## config.mk

```make
export PLATFORM = sky130hd
export DESIGN_NAME = core_bus_arbiter_flat
export DESIGN_NICKNAME = d
export VERILOG_FILES = /design/src/rtl/core_bus_arbiter_if.sv /design/src/rtl/core_bus_arbiter.sv /design/src/flat_wrapper.sv
export SDC_FILE = /design/constraint.sdc
export NUM_CORES = 1
export LEC_CHECK = 0
export BUFFER_PORTS_ARGS = -buffer_cell sky130_fd_sc_hd__buf_2
export CAP_MARGIN = 20
export CORE_AREA = 10 10 195 197
export CTS_CLUSTER_SIZE = 20
export DETAILED_ROUTE_END_ITERATION = 10
export DIE_AREA = 0 0 205 207
export PLACE_DENSITY = 0.52
export SETUP_SLACK_MARGIN = 0.4
export SYNTH_ARGS = -nofsm -noshare
export SYNTH_HDL_FRONTEND = slang
export SYNTH_SLANG_ARGS = --single-unit
```

## constraint.sdc

```tcl
create_clock -name clk -period 4.8 [get_ports clk]
set_input_delay 0.24 -clock clk [delete_from_list [all_inputs] [get_ports clk]]
set_output_delay 0.24 -clock clk [all_outputs]
set_load 0.005 [all_outputs]
```

## src/rtl/core_bus_arbiter_if.sv

```systemverilog
// core_bus_arbiter_pkg / core_bus_arbiter_if
//   Bus types shared by the core-side ibus/dbus, the memory-side cbus, and the
//   interface bundle that carries them into core_bus_arbiter.
// Interface signals:
//   ireq   ibus_req_t    core fetch request  {valid, addr}
//   iresp  ibus_resp_t   fetch response      {addr_ok, data_ok, data[31:0]}
//   dreq   dbus_req_t    core data request   {valid, addr, size, strobe, data}
//   dresp  dbus_resp_t   data response       {addr_ok, data_ok, data[63:0]}
//   oreq   cbus_req_t    memory request      {valid, is_write, size, addr, strobe, data, len, burst}
//   oresp  cbus_resp_t   memory response     {ready, last, data}
// Modports:
//   slave  - the arbiter side (takes core requests, drives memory requests)
//   master - the environment side (core + memory model)
package core_bus_arbiter_pkg;

  localparam logic [2:0] MSIZE4          = 3'd2;
  localparam logic [7:0] MLEN1           = 8'd0;
  localparam logic [1:0] AXI_BURST_FIXED = 2'b00;

  typedef struct packed {
    logic        valid;
    logic [63:0] addr;
  } ibus_req_t;

  typedef struct packed {
    logic        addr_ok;
    logic        data_ok;
    logic [31:0] data;
  } ibus_resp_t;

  typedef struct packed {
    logic        valid;
    logic [63:0] addr;
    logic [2:0]  size;
    logic [7:0]  strobe;
    logic [63:0] data;
  } dbus_req_t;

  typedef struct packed {
    logic        addr_ok;
    logic        data_ok;
    logic [63:0] data;
  } dbus_resp_t;

  typedef struct packed {
    logic        valid;
    logic        is_write;
    logic [2:0]  size;
    logic [63:0] addr;
    logic [7:0]  strobe;
    logic [63:0] data;
    logic [7:0]  len;
    logic [1:0]  burst;
  } cbus_req_t;

  typedef struct packed {
    logic        ready;
    logic        last;
    logic [63:0] data;
  } cbus_resp_t;

endpackage

interface core_bus_arbiter_if;
  import core_bus_arbiter_pkg::*;

  ibus_req_t  ireq;
  ibus_resp_t iresp;
  dbus_req_t  dreq;
  dbus_resp_t dresp;
  cbus_req_t  oreq;
  cbus_resp_t oresp;

  modport slave (
    input  ireq, dreq, oresp,
    output iresp, dresp, oreq
  );

  modport master (
    output ireq, dreq, oresp,
    input  iresp, dresp, oreq
  );

endinterface

```

## src/rtl/core_bus_arbiter.sv

```systemverilog
// core_bus_arbiter
//   Merges the core's instruction bus and data bus onto one memory bus.
//   One single-beat transaction is outstanding at a time: a master is granted
//   in IDLE, its request is latched and presented on oreq until the memory
//   returns ready & last, and the response is routed back combinationally in
//   that same cycle.
// Parameters:
//   IDLE_GAP  minimum number of cycles with oreq.valid low between two
//             transactions (0..3); the arbitration cycle in IDLE counts as one
// Ports:
//   clk    clock, all state updates on posedge
//   reset  synchronous, active-high
//   bus    core_bus_arbiter_if.slave (ireq/dreq/oresp in, iresp/dresp/oreq out)
// Build option:
//   BUS_ARB_RR_EN  round-robin between ibus and dbus on simultaneous requests;
//                  when undefined dbus always wins.
module core_bus_arbiter
  import core_bus_arbiter_pkg::*;
#(
  parameter int IDLE_GAP = 0
) (
  input logic             clk,
  input logic             reset,
  core_bus_arbiter_if.slave bus
);

  typedef enum logic [1:0] {IDLE, BUSY_I, BUSY_D, GAP} state_t;

  // The IDLE cycle already gives one quiet cycle, so GAP only has to supply
  // the remaining IDLE_GAP-1 cycles; GAP_LAST is the final count in GAP.
  localparam bit         USE_GAP  = (IDLE_GAP >= 2);
  localparam logic [1:0] GAP_LAST = (IDLE_GAP >= 2) ? 2'(IDLE_GAP - 2) : 2'd0;

  state_t     state, state_nxt;
  cbus_req_t  req_q, req_nxt;
  logic [1:0] gap_cnt, gap_cnt_nxt;
  logic       grant_d, grant_i;
  logic       done;
  cbus_req_t  oreq_c;
  ibus_resp_t iresp_c;
  dbus_resp_t dresp_c;

  // A transaction completes on the final beat; reset suppresses the response
  // so an abandoned request never sees data_ok.
  assign done = bus.oresp.ready & bus.oresp.last & ~reset;

`ifdef BUS_ARB_RR_EN
  logic last_grant_d;

  // On a tie, the master that was not granted last time wins.
  always_comb begin
    grant_d = 1'b0;
    grant_i = 1'b0;
    if (bus.dreq.valid && bus.ireq.valid) begin
      grant_d = ~last_grant_d;
      grant_i = last_grant_d;
    end else begin
      grant_d = bus.dreq.valid;
      grant_i = bus.ireq.valid;
    end
  end

  // Last-grant history, 0 = ibus; only updated when a grant is issued.
  always_ff @(posedge clk) begin
    if (reset) begin
      last_grant_d <= 1'b0;
    end else if (state == IDLE && (grant_d || grant_i)) begin
      last_grant_d <= grant_d;
    end
  end
`else
  assign grant_d = bus.dreq.valid;
  assign grant_i = bus.ireq.valid & ~bus.dreq.valid;
`endif

  // State, latched request and gap counter.
  always_ff @(posedge clk) begin
    if (reset) begin
      state   <= IDLE;
      req_q   <= '0;
      gap_cnt <= 2'd0;
    end else begin
      state   <= state_nxt;
      req_q   <= req_nxt;
      gap_cnt <= gap_cnt_nxt;
    end
  end

  // Next-state and output decode. Master inputs are only looked at in IDLE.
  always_comb begin
    state_nxt   = state;
    req_nxt     = req_q;
    gap_cnt_nxt = gap_cnt;
    oreq_c      = '0;
    iresp_c     = '0;
    dresp_c     = '0;

    case (state)
      IDLE: begin
        if (grant_d) begin
          req_nxt          = '0;
          req_nxt.valid    = 1'b1;
          req_nxt.is_write = |bus.dreq.strobe;
          req_nxt.size     = bus.dreq.size;
          req_nxt.addr     = bus.dreq.addr;
          req_nxt.strobe   = bus.dreq.strobe;
          req_nxt.data     = bus.dreq.data;
          req_nxt.len      = MLEN1;
          req_nxt.burst    = AXI_BURST_FIXED;
          state_nxt        = BUSY_D;
        end else if (grant_i) begin
          req_nxt          = '0;
          req_nxt.valid    = 1'b1;
          req_nxt.is_write = 1'b0;
          req_nxt.size     = MSIZE4;
          req_nxt.addr     = bus.ireq.addr;
          req_nxt.len      = MLEN1;
          req_nxt.burst    = AXI_BURST_FIXED;
          state_nxt        = BUSY_I;
        end
      end

      BUSY_I: begin
        oreq_c = req_q;
        if (done) begin
          iresp_c.addr_ok = 1'b1;
          iresp_c.data_ok = 1'b1;
          // 32-bit fetch word is picked from the 64-bit beat by addr[2].
          iresp_c.data    = req_q.addr[2] ? bus.oresp.data[63:32] : bus.oresp.data[31:0];
          state_nxt       = USE_GAP ? GAP : IDLE;
          gap_cnt_nxt     = 2'd0;
        end
      end

      BUSY_D: begin
        oreq_c = req_q;
        if (done) begin
          dresp_c.addr_ok = 1'b1;
          dresp_c.data_ok = 1'b1;
          dresp_c.data    = bus.oresp.data;
          state_nxt       = USE_GAP ? GAP : IDLE;
          gap_cnt_nxt     = 2'd0;
        end
      end

      GAP: begin
        if (gap_cnt == GAP_LAST) begin
          state_nxt = IDLE;
        end else begin
          gap_cnt_nxt = gap_cnt + 2'd1;
        end
      end

      default: state_nxt = IDLE;
    endcase
  end

  assign bus.oreq  = oreq_c;
  assign bus.iresp = iresp_c;
  assign bus.dresp = dresp_c;

endmodule

```

## src/flat_wrapper.sv

```systemverilog
// flat-port wrapper written by rule: the top's interface ports become plain ports
module core_bus_arbiter_flat import core_bus_arbiter_pkg::*;
#(
  parameter int IDLE_GAP = 0
)
  (clk, reset, bus_ireq, bus_dreq, bus_oresp, bus_iresp, bus_dresp, bus_oreq);
  core_bus_arbiter_if bus_i ();
  input logic clk;
  input logic reset;
  input wire logic [$bits(bus_i.ireq)-1:0] bus_ireq;
  input wire logic [$bits(bus_i.dreq)-1:0] bus_dreq;
  input wire logic [$bits(bus_i.oresp)-1:0] bus_oresp;
  output wire logic [$bits(bus_i.iresp)-1:0] bus_iresp;
  output wire logic [$bits(bus_i.dresp)-1:0] bus_dresp;
  output wire logic [$bits(bus_i.oreq)-1:0] bus_oreq;
  assign bus_i.ireq = bus_ireq;
  assign bus_i.dreq = bus_dreq;
  assign bus_i.oresp = bus_oresp;
  assign bus_iresp = bus_i.iresp;
  assign bus_dresp = bus_i.dresp;
  assign bus_oreq = bus_i.oreq;
  core_bus_arbiter #(.IDLE_GAP(IDLE_GAP)) u_core (.clk(clk), .reset(reset), .bus(bus_i));
endmodule
```

==> impl_metrics.csv <==
group,metric,value,unit
clocking,cts.hold.buffers_added,0,
grt,grt_pass1_wl,50300,µm
drt,viasPerCell,4.45,
clocking,clk_path_buf_depth,2,
synth,syn_inst,903,
timing,setup_viol,0,
placement,gp_congestion,0.877,
cells_and_area,final_area,0.0116,mm²
grt,grt_use_total,0.150,
clocking,cts.sinks,145,
timing,finalSetupTns,0,ns
grt,grt_overflow_total,0,
clocking,clk_pin_slew,0.06,ns
critical_path,cp-end-kind,"output port",
placement,place_area,0.0109,mm²
cells_and_area,fillers,3619,
synth,synth.avg_cell_area,9.15,µm²
cells_and_area,regArea,0.00290,mm²
critical_path,critPathLaunchType,"flip-flop",
timing,maxSlewViolCount,0,
synth,synth-edff-count,0,
drt,drtAntennaViolNets,0,
cells_and_area,drive_above_1_share,0.485,
run,max_cap_violations,0,
hold_path,hp-class,"in -> reg",
clocking,root_buffer,"clkbuf_16",
grt,antenna_found_initial,7,
floorplanning,initial_core_util,0.242,
grt,grt_max_degree,103,
synth,ys.flop_type,"dfxtp_1",
grt,grt_pass1_vias,8187,
pwr,powerDensity,392,mW/mm²
clocking,h-tree-depth,4,
floorplanning,dieArea,0.0424,mm²
floorplanning,dieWidth,205,µm
clocking,cts_tree,"done",
cells_and_area,multiInputGateArea,0.00478,mm²
critical_path,cp_cell_sequence,"inv_1 -> ha_4 -> buf_4 -> and2_1 -> buf_2",
drt,firstDrtPassIters,5,
pwr,peakVddDrop,228,µV
cells_and_area,final_nets,1630,
timing,rsz0062_at_grt,"no",
critical_path,crit_arrival,2.61,ns
drt,drt_iter0_drc,332,
clocking,clk_latency,0.43,ns
pwr,power,0.00454,W
synth,synth_common_cells,"175 x nor2_1, 145 x dfxtp_1, 143 x and2_1",
synth,synthMostInstantiatedCell,"nor2_1",
synth,yosys.area.top_type_share,0.351,
drt,drc_errors,0,
critical_path,max_stage_delay,0.85,ns
synth,ys_seq_area_frac,0.351,
placement,dp_hpwl,26100,µm
clocking,cts_buffers,17,
synth,syn-cell-area,0.00826,mm²
floorplanning,die_h,207,µm
timing,slew_headroom,0.296,
critical_path,path_class,"reg -> out",
critical_path,r2r_slack,2.53,ns
cells_and_area,area_delta_synth_final,40.4,%
synth,synthTopCellsByArea,"dfxtp_1 35%, mux2i_1 12%, and2_1 11%, a211oi_2 8.9%, nor2_1 7.9%",
synth,ys_async_sr_fraction,0,
critical_path,critPathMaxFanout,102,
critical_path,critPathRequiredTime,4.56,ns
placement,port_buffers,513,
timing,fin_hold_ws,0.0407,ns
floorplanning,io_pins,524,
pwr,leakage,6.09,nW
timing,clock_skew,0.0116,ns
timing,fmax,0.351,GHz
drt,wirelength,33800,µm
synth,synth-seq-cells,145,
floorplanning,core,0.0341,mm²
synth,post-synth-top-area-cell,"dfxtp_1",
timing,hold_viol_final,0,
timing,max_slew.worst_pin.slew,1.06,ns
critical_path,cp_slowest_cell,"ha_4",
timing,fin_crit_sh,0.593,
clocking,post-cts-setup-buffers,0,
floorplanning,fp-row-count,68,
synth,yosysWarnings,0,
timing,period_needed,2.85,ns
drt,avgRoutedWirePerCell,18.6,µm
clocking,post_cts_resized,0,
drt,num_vias,8113,
synth,ys_types,31,
outcome,outcome,"completed",
## layer usage
layer  share of wire  vias to the layer above  wire length [µm]  track usage
met1            0.39                     3758             13200        0.164
met5          0.0014                        -                47            0
met2            0.49                      322             16700        0.260
li1                -                     3993                 -            -
met4           0.017                        6               567       0.0427
met3           0.096                       34              3250       0.0604
## power breakdown
group          switching [W]  internal (W)  leakage [nW]
Sequential          0.000134       0.00141          1.20
Combinational       0.000900      0.000627          4.57
Clock               0.000528      0.000941         0.321
## sequential cells by signal (all words and copies together), names as in the netlist
signal and cells:
u_core.req_q 141, u_core.gap_cnt 2, u_core.state 2
## worst max-delay path, delay by kind of cell, from the launching register on
family,cells,cell delay [ns]
buffers and inverters,3,0.67
AND/OR/NAND/NOR,1,0.19
flip-flops,1,0.38
adder cells (fa/ha/maj),1,0.85
## per-stage QoR
step	cells	utilization	setup WS, ns
floorplan	912	-	3.10
global placement	1788	0.321	2.33
detailed placement	1788	0.321	2.28
CTS	1820	0.340	1.85
global route	1822	0.340	1.70
finish	1824	0.340	1.95
## logic make-up (layout without fill, tap and decap cells)
group                      after synthesis  in the layout  synth area share
AOI/OAI and AO/OA                      145            145             0.193
buffers and inverters                  111            564            0.0783
muxes                                  100            100             0.121
adders and majority gates                5              5           0.00757
and+or+nand+nor                        396            396             0.249
DFF                                    145            145             0.351
other                                    1             14          0.000454
## worst paths after layout
| path | from | end | cells past startpoint |
|---|---|---|---|
| worst max-delay path | u_core.state[0]$_SDFFE_PP0P_ | bus_oreq[79] | 5 |
| worst min-delay path | bus_dreq[4] | u_core.req_q[14]$_SDFFE_PP0P_ | 3 |
| worst max register to register | u_core.state[0]$_SDFFE_PP0P_ | u_core.req_q[109]$_SDFFE_PP0P_ | 6 |
| worst min register to register | u_core.req_q[149]$_SDFFE_PP0P_ | u_core.req_q[149]$_SDFFE_PP0P_ | 2 |
## cells in the final DEF (no fill, tap or decap), types with 2 or more instances in the layout
master     count
clkbuf_8       5
clkinv_2       2
a211oi_2      59
clkbuf_1       2
bufinv_16      4
inv_1          6
clkbuf_16     17
diode_2        4
nor2_1       175
a22oi_2       40
buf_2        511
mux2i_1      100
a22oi_1       34
nand2_1        3
a211oi_1       6
ha_1           4
nand2b_1       5
and3_1        64
buf_4         13
conb_1        10
or4_1          2
and2_1       142
dfxtp_1      144
## layout make-up
cell class              instances  share of cell area
flip-flops and latches        145               0.250
diodes                          4            0.000863
clock inverters                 8              0.0127
multi-input cells             656               0.412
well taps                     455              0.0491
repair buffers                525               0.230
clock buffers                  24              0.0432
inverters                       7             0.00226
Note: power is estimated with default switching activity, not from simulation.
